--- src/rtl/pc_pkg.sv ---
`default_nettype none
// +-----------------------------------------------------------------------------+
// | pc_pkg : shared widths and enums for the fetch stage (pc_fetch_ctrl)        |
// | Rev 1.0                                                                     |
// +-----------------------------------------------------------------------------+
package pc_pkg;

  localparam int unsigned c_PC_W  = 10;
  localparam int unsigned c_OFF_W = 8;

  typedef enum logic [1:0] {
    IDLE   = 2'd0,
    RUN    = 2'd1,
    HALTED = 2'd2
  } fetch_state_t;

  typedef enum logic [2:0] {
    NPC_HOLD = 3'd0,
    NPC_INC  = 3'd1,
    NPC_JUMP = 3'd2,
    NPC_REL  = 3'd3,
    NPC_LOAD = 3'd4
  } npc_sel_t;

endpackage
`default_nettype wire

--- src/rtl/pc_fetch_ctrl_next_calc.sv ---
`default_nettype none
// +-----------------------------------------------------------------------------+
// | pc_next_calc : combinational next-PC mux with carry/borrow wrap detection   |
// | Rev 1.0                                                                     |
// +-----------------------------------------------------------------------------+
module pc_next_calc
  import pc_pkg::*;
#(
  parameter int unsigned     PC_W       = c_PC_W,
  parameter int unsigned     OFF_W      = c_OFF_W,
  parameter logic [PC_W-1:0] START_ADDR = '0
) (
  input  npc_sel_t          i_sel,
  input  logic [PC_W-1:0]   i_pc,
  input  logic [PC_W-1:0]   i_target,
  input  logic [OFF_W-1:0]  i_offset,
  output logic [PC_W-1:0]   o_next_pc,
  output logic              o_wrap
);

  logic [PC_W:0]   w_inc;
  logic [PC_W+1:0] w_rel;

  // Two guard bits on the relative sum: nonzero guard means carry-out or borrow.
  assign w_inc = {1'b0, i_pc} + {{PC_W{1'b0}}, 1'b1};
  assign w_rel = {2'b00, i_pc} + {{(PC_W+2-OFF_W){i_offset[OFF_W-1]}}, i_offset};

  always_comb begin
    o_next_pc = i_pc;
    o_wrap    = 1'b0;
    case (i_sel)
      NPC_INC: begin
        o_next_pc = w_inc[PC_W-1:0];
        o_wrap    = w_inc[PC_W];
      end
      NPC_REL: begin
        o_next_pc = w_rel[PC_W-1:0];
        o_wrap    = |w_rel[PC_W+1:PC_W];
      end
      NPC_JUMP: o_next_pc = i_target;
      NPC_LOAD: o_next_pc = START_ADDR;
      default:  o_next_pc = i_pc;
    endcase
  end

endmodule
`default_nettype wire

--- src/rtl/pc_fetch_ctrl.sv ---
`default_nettype none
// +-----------------------------------------------------------------------------+
// | pc_fetch_ctrl : program counter / fetch FSM (IDLE, RUN, HALTED)             |
// | Optional RUN-cycle counter output enabled by macro PC_CYCLE_COUNT_EN        |
// | Rev 1.0                                                                     |
// +-----------------------------------------------------------------------------+
module pc_fetch_ctrl
  import pc_pkg::*;
#(
  parameter int unsigned     PC_W       = c_PC_W,
  parameter int unsigned     OFF_W      = c_OFF_W,
  parameter logic [PC_W-1:0] START_ADDR = '0
) (
  input  logic              clk,
  input  logic              rst_n,
  input  logic              i_start,
  input  logic              i_stall,
  input  logic              i_halt,
  input  logic              i_jump,
  input  logic [PC_W-1:0]   i_target,
  input  logic              i_branch_rel,
  input  logic [OFF_W-1:0]  i_offset,
  output logic [PC_W-1:0]   o_prog_ctr,
  output logic              o_running,
  output logic              o_done,
  output logic              o_wrapped
`ifdef PC_CYCLE_COUNT_EN
  ,
  output logic [15:0]       o_cycle_ct
`endif
);

  fetch_state_t    r_state;
  logic            r_start_q;
  logic [PC_W-1:0] r_pc;
  logic            r_running;
  logic            r_done;
  logic            r_wrapped;
  npc_sel_t        w_sel;
  logic [PC_W-1:0] w_next_pc;
  logic            w_wrap;

  always_comb begin
    w_sel = NPC_HOLD;
    case (r_state)
      IDLE:    w_sel = NPC_LOAD;
      RUN: begin
        if (i_start)                w_sel = NPC_LOAD;
        else if (i_halt || i_stall) w_sel = NPC_HOLD;
        else if (i_jump)            w_sel = NPC_JUMP;
        else if (i_branch_rel)      w_sel = NPC_REL;
        else                        w_sel = NPC_INC;
      end
      HALTED:  w_sel = i_start ? NPC_LOAD : NPC_HOLD;
      default: w_sel = NPC_LOAD;
    endcase
  end

  pc_next_calc #(
    .PC_W       (PC_W),
    .OFF_W      (OFF_W),
    .START_ADDR (START_ADDR)
  ) u_next_calc (
    .i_sel      (w_sel),
    .i_pc       (r_pc),
    .i_target   (i_target),
    .i_offset   (i_offset),
    .o_next_pc  (w_next_pc),
    .o_wrap     (w_wrap)
  );

  always_ff @(posedge clk or negedge rst_n) begin
    if (!rst_n) begin
      r_state   <= IDLE;
      r_start_q <= 1'b0;
      r_pc      <= START_ADDR;
      r_running <= 1'b0;
      r_done    <= 1'b0;
      r_wrapped <= 1'b0;
    end else begin
      r_start_q <= i_start;
      r_pc      <= w_next_pc;
      if (i_start)     r_wrapped <= 1'b0;
      else if (w_wrap) r_wrapped <= 1'b1;
      case (r_state)
        IDLE: begin
          // Leave IDLE only on a sampled high-then-low of start.
          if (r_start_q && !i_start) begin
            r_state   <= RUN;
            r_running <= 1'b1;
          end
        end
        RUN: begin
          if (i_start) begin
            r_state   <= IDLE;
            r_running <= 1'b0;
          end else if (i_halt) begin
            r_state   <= HALTED;
            r_running <= 1'b0;
            r_done    <= 1'b1;
          end
        end
        HALTED: begin
          if (i_start) begin
            r_state <= IDLE;
            r_done  <= 1'b0;
          end
        end
        default: begin
          r_state   <= IDLE;
          r_running <= 1'b0;
          r_done    <= 1'b0;
        end
      endcase
    end
  end

  assign o_prog_ctr = r_pc;
  assign o_running  = r_running;
  assign o_done     = r_done;
  assign o_wrapped  = r_wrapped;

`ifdef PC_CYCLE_COUNT_EN
  logic [15:0] r_cycle_ct;

  // Any start sample leads into IDLE, so clearing on start covers IDLE entry.
  always_ff @(posedge clk or negedge rst_n) begin
    if (!rst_n)                                    r_cycle_ct <= '0;
    else if (i_start)                              r_cycle_ct <= '0;
    else if (r_state == RUN && r_cycle_ct != '1)   r_cycle_ct <= r_cycle_ct + 16'd1;
  end

  assign o_cycle_ct = r_cycle_ct;
`endif

endmodule
`default_nettype wire

--- config.mk ---
export PLATFORM = sky130hd
export DESIGN_NAME = pc_fetch_ctrl
export DESIGN_NICKNAME = d
export VERILOG_FILES = /design/src/rtl/pc_pkg.sv /design/src/rtl/pc_fetch_ctrl_next_calc.sv /design/src/rtl/pc_fetch_ctrl.sv
export SDC_FILE = /design/constraint.sdc
export NUM_CORES = 1
export LEC_CHECK = 0
export CELL_PAD_IN_SITES_DETAIL_PLACEMENT = 0
export CELL_PAD_IN_SITES_GLOBAL_PLACEMENT = 1
export CORE_UTILIZATION = 37
export CTS_CLUSTER_DIAMETER = 200
export DETAILED_ROUTE_END_ITERATION = 7
export PLACE_DENSITY = 0.8
export SYNTH_ARGS = -nofsm -noshare
export SYNTH_HDL_FRONTEND = slang
export SYNTH_HIERARCHICAL = 1
export SYNTH_SLANG_ARGS = --single-unit
--- constraint.sdc ---
create_clock -name clk -period 2.9 [get_ports clk]
set_input_delay 0.58 -clock clk [delete_from_list [all_inputs] [get_ports clk]]
set_output_delay 0.58 -clock clk [all_outputs]
set_load 0.01 [all_outputs]
**After elaboration in Yosys (flattened, before gate mapping)**

Cells that the tools add are included.

- Bits of input ports: 25
- Output and inout bits: 13
- Register bits: 16
- Word-level logic and storage cells: 54

- Reductions and logical operators: 10
- Multiplexer cells: 23
- Bitwise operators: 2
- Add/sub/neg operators: 2
- Equality and inequality tests: 11

Operators with widths:

| cell | number |
|---|---|
| case mux 10 bit (4 select lines) | 1 |
| 2-to-1 mux 2 bit | 7 |
| adder 11 x 8 -> 12 bit | 1 |
| adder 10 x 1 -> 11 bit, second input constant | 1 |
| 2-to-1 mux 1 bit | 8 |
| != test 2 bit, second input constant | 4 |
| == test 3 x 2 -> 1 bit, second input constant | 2 |
| 2-to-1 mux 3 bit | 2 |
| case mux 1 bit (3 select lines) | 2 |
| case mux 2 bit (3 select lines) | 1 |
| case mux 3 bit (2 select lines) | 1 |
| AND reduction 3 bit | 2 |
| AND reduction 4 bit | 1 |
| nonzero test 4 bit | 1 |
| == test 3 x 1 -> 1 bit, second input constant | 1 |
| == test 3 bit, second input constant | 1 |
| != test 3 bit, second input constant | 1 |
| == test 2 x 1 -> 1 bit, second input constant | 1 |
| == test 2 bit, second input constant | 1 |
| logical NOT 2 bit | 1 |
| NOT 1 bit | 2 |
| case mux 1 bit (2 select lines) | 1 |
| nonzero test 2 bit | 1 |
| OR reduction 2 bit | 1 |
| 3 further kinds | 3 |

**Longest topological paths before layout**

- Depth in word-level cells: 9
- Mapped depth: 14
- Mapped depth without buffers: 13

**Cells and area by module**

Netlist, hierarchy kept.

By module, submodules not included:

| module | times used | sequential area each (um^2) | cells an instance | area an instance (um^2) |
|---|---|---|---|---|
| pc_next_calc | 1 | 0.0 | 144 | 992.2 |
| pc_fetch_ctrl | 1 | 400.4 | 48 | 610.6 |

**Worst setup path before layout**

Ideal clock, no wire load.

- Path kind: in2reg
- Start: input port i_offset[0]
- End: register r_wrapped, in the netlist o_wrapped
- Buffers on the path: 0
- Setup slack: 360 ps
- Arrival time: 2469 ps
- Library setup time: 71 ps
- Data required time: 2829 ps
- Stages on the path: 10
- Path through: ha_1 fa_1 a211oi_1 o21ai_0 a311oi_1 nor3_1 a31o_2 a31oi_1 nor2_1 nor2_1

- Longest elaborated chain between the ends: 4

Ends and longest elaborated chain:

| what | RTL line | RTL |
|---|---|---|
| from (decl) | pc_fetch_ctrl.sv:22 | `input logic [OFF_W-1:0] i_offset,` |
| adder 11 x 8 -> 12 bit | pc_fetch_ctrl_next_calc.sv:26 | `assign w_rel = {2'b00, i_pc} + {{(PC_W+2-OFF_W){i_offset[OFF_W-1]}}, i_offset};` |
| OR reduction 2 bit | pc_fetch_ctrl_next_calc.sv:38 | `o_wrap = \|w_rel[PC_W+1:PC_W];` |
| case mux 1 bit (2 select lines) | pc_fetch_ctrl_next_calc.sv:31 | `case (i_sel)` |
| via w_wrap | pc_fetch_ctrl.sv:41 | `logic w_wrap;` |
| nonzero test 2 bit (no source line) | - |  |
| to (signal assigned) | pc_fetch_ctrl.sv:79 | `r_wrapped <= 1'b0;` |
| to (signal assigned) | pc_fetch_ctrl.sv:83 | `if (i_start) r_wrapped <= 1'b0;` |
| to (signal assigned) | pc_fetch_ctrl.sv:84 | `else if (w_wrap) r_wrapped <= 1'b1;` |
| to (decl) | pc_fetch_ctrl.sv:38 | `logic r_wrapped;` |

The timed path passes the listed nets, and every way through them passes these cells.
A chain may end at the register's enable or synchronous reset.

**Worst setup path in the final report**

Ends and elaborated chain as after synthesis.

==> metrics.cfg <==
[outcome]
outcome = finished, final reports clean

[layout]
final_area_um2 = 2230
antennaDiodeCount = 0
layout.nets = 288
syn_to_final_growth_pct = 39.3
final_cells = 296
final.fill_count = 401
final_core_util_pct = 54.6
drive_gt1_share_pct = 14.2

[power]
power_density_nw_per_um2 = 551
p_leak_uw = 0.000936
peakVddDrop_v = 0.000268

[logic_synthesis]
synth_top_area_share_pct = 25.0
ys_types = 51
ys.flop_type = dfrtp_1
synth_edf_count = 0
synthMostInstantiatedCell = nor2_1
synth_seq_area_share_pct = 25.0
ys_async_sr_fraction_pct = 100
syn-num-nets = 233
synthesis.yosys.warnings = 6
synth.top_cells.by_count = nor2_1 (26), dfrtp_1 (16), ha_1 (15), o21ai_0 (15), a21oi_1 (14)
synth_seq_cells = 16
synthTopCellsByArea = dfrtp_1 (25%), ha_1 (12%), nor2_1 (6.1%)
syn_inst = 192
yosys.area.top_type = dfrtp_1
syn_area_um2 = 1600
syn_area_per_cell_um2 = 8.35

[floorplanning]
die_h_um = 67.8
die_width_um = 67.8
rows = 23
start_util_pct = 39.2
core_um2 = 4090
io_pins = 38
die-area_um2 = 4600

[hold_path]
min_from = o_running$_DFFE_PN0P_
hold_class = reg2reg

[route]
dr_total_vias = 1682
vias_per_cell = 5.68
drt-pass1-iter-count = 4
remaining_drc_errors = 0
ant_nets = 0
wl_per_cell_um = 14.7
routed_wl_mm = 4.36
drt_iter0_drc = 46

[cts]
hold_buffers = 0
cts_tree = yes
cts_root_buf = clkbuf_8
numCtsBuffers = 3
clockBufferDepth = 2
h-tree-depth = 1
clk_latency_ns = 0.26
cts_sinks = 16
clkTransAtPathRegs_ns = 0.07

[timing]
worst_slew_pin_slew_ns = 0.729
max_slew_margin_pct = 51.3
finalHoldViolations = 0
maxSlewViolCount = 0
setup_viol = 0
fmax_mhz = 366
finalClockSkew_ns = 0.00924
whs_ns = 0.521
min_period_ns = 2.73
rsz0062_at_grt = no
fin_crit_sh_pct = 94.2
setup_ws_ns = 0.167

[worst_setup_path]
cp-endpoint = o_wrapped$_DFFE_PN0P_
startpoint_type = input pin
worstSetupPathType = in2reg
worstReg2RegStart = r_state[1]$_DFFE_PN0P_
crit_required_ns = 3.10
worstReg2RegEnd = o_prog_ctr[4]$_DFF_PN0_
crit_path_max_fanout = 3
worstPathArrival_ns = 2.93
cp-end-kind = flip-flop
r2r_slack_ns = 0.38
r2r_cells = 12
crit_start = i_offset[0]

[placement]
place_congestion = 0.810
pre_cts_ws_ns = -0.249
dpl.hpwl_mm = 3.36
post_dp_cell_area_um2 = 2150
dp_cells = 291
io_buffer_count = 37

[global_routing]
grt_max_degree = 20
grt_pass1_wl_mm = 6.91
grt_overflow = 0
antenna_found_initial = 0
grt_pass1_vias = 1481
gr-usage-all-layers_pct = 20.3

[job]
cap_violations = 0

==> timing repair <==
action,in CTS,in global routing
setup buffers,0,1
endpoints found under the setup margin,0,2
resized for setup,0,5
==> worst min path at each step <==
stage / to / slack, ns / depth (start not counted)
final: o_running$_DFFE_PN0P_ / 0.52 / 2
after floorplan: o_done$_DFFE_PN0P_ / 0.28 / 0
after global placement: o_running$_DFFE_PN0P_ / 0.50 / 2
after global routing: o_wrapped$_DFFE_PN0P_ / 0.56 / 2
after detailed placement: o_wrapped$_DFFE_PN0P_ / 0.51 / 2
after CTS: o_wrapped$_DFFE_PN0P_ / 0.52 / 2
==> placed cells by master (no fill, tap or decap), drive strengths merged, types with 4 or more instances in the layout <==
master / count
nand2: 9
clkbuf: 4
o21ai: 16
dfrtp: 16
mux2i: 4
o21a: 4
xor2: 5
buf: 18
nor2: 26
inv: 7
nor2b: 4
a211oi: 9
nor3: 4
ha: 15
a21oi: 14
clkdlybuf4s50: 37
nand2b: 6
==> per-layer routing <==
layer,routed length [µm],up-vias,global-route usage (%)
li1,-,839,-
met4,54,0,7.03
met2,2000,47,33.7
met3,189,5,2.67
met1,2110,791,27.0
met5,0,-,0
==> critical path, cell delays in order <==
cell and delay (ns):
clkdlybuf4s50_1 0.40, ha_2 0.21, fa_2 0.41, a211oi_2 0.19, buf_4 0.14, o21ai_1 0.08
a311oi_1 0.27, nor3_1 0.11, a31o_2 0.24, a31oi_1 0.16, nor2_1 0.06, nor2_1 0.08
==> state kept, by name, indices dropped and copies added (netlist names) <==
register,cells
o_prog_ctr,10
o_done,1
o_wrapped,1
o_running,1
r_state,2
r_start_q,1
==> cells by family (layout without fill, tap and decap cells) <==
logic type	after synthesis	after routing	share of synthesized area, %
fa+ha+maj	16	16	13.0
buf+inv	12	66	2.97
flops	16	16	25.0
mux	4	4	2.50
compound gates	70	70	29.4
simple gates	66	66	22.9
xor+xnor	8	8	4.37
==> stage by stage <==
stage / power [µW] / TNS [ns]
2_1_floorplan: 719 / 0
3_3_place_gp: 1010 / -0.204
3_5_place_dp: 1020 / -0.249
4_1_cts: 1230 / 0
5_1_grt: 1320 / 0
6_report: 1230 / 0
==> report_power, final <==
group / total [µW] / switching (µW) / leakage [µW] / internal (µW)
registers: 311 / 46.4 / 0.000217 / 265
clock network: 206 / 85.1 / 0.0000288 / 121
logic: 713 / 365 / 0.000690 / 348
total: 1230 / 496 / 0.000936 / 734
==> area by class of cell <==
type                    instances  area [µm²]  share of cell area (%)
inverters                       7        26.3                    1.18
well taps                      50        62.6                    2.80
clock buffers                   4        55.1                    2.47
repair buffers                 55         518                    23.2
flip-flops and latches         16         400                    17.9
multi-input cells             164        1170                    52.4
Power figures use the tool's default switching activity.
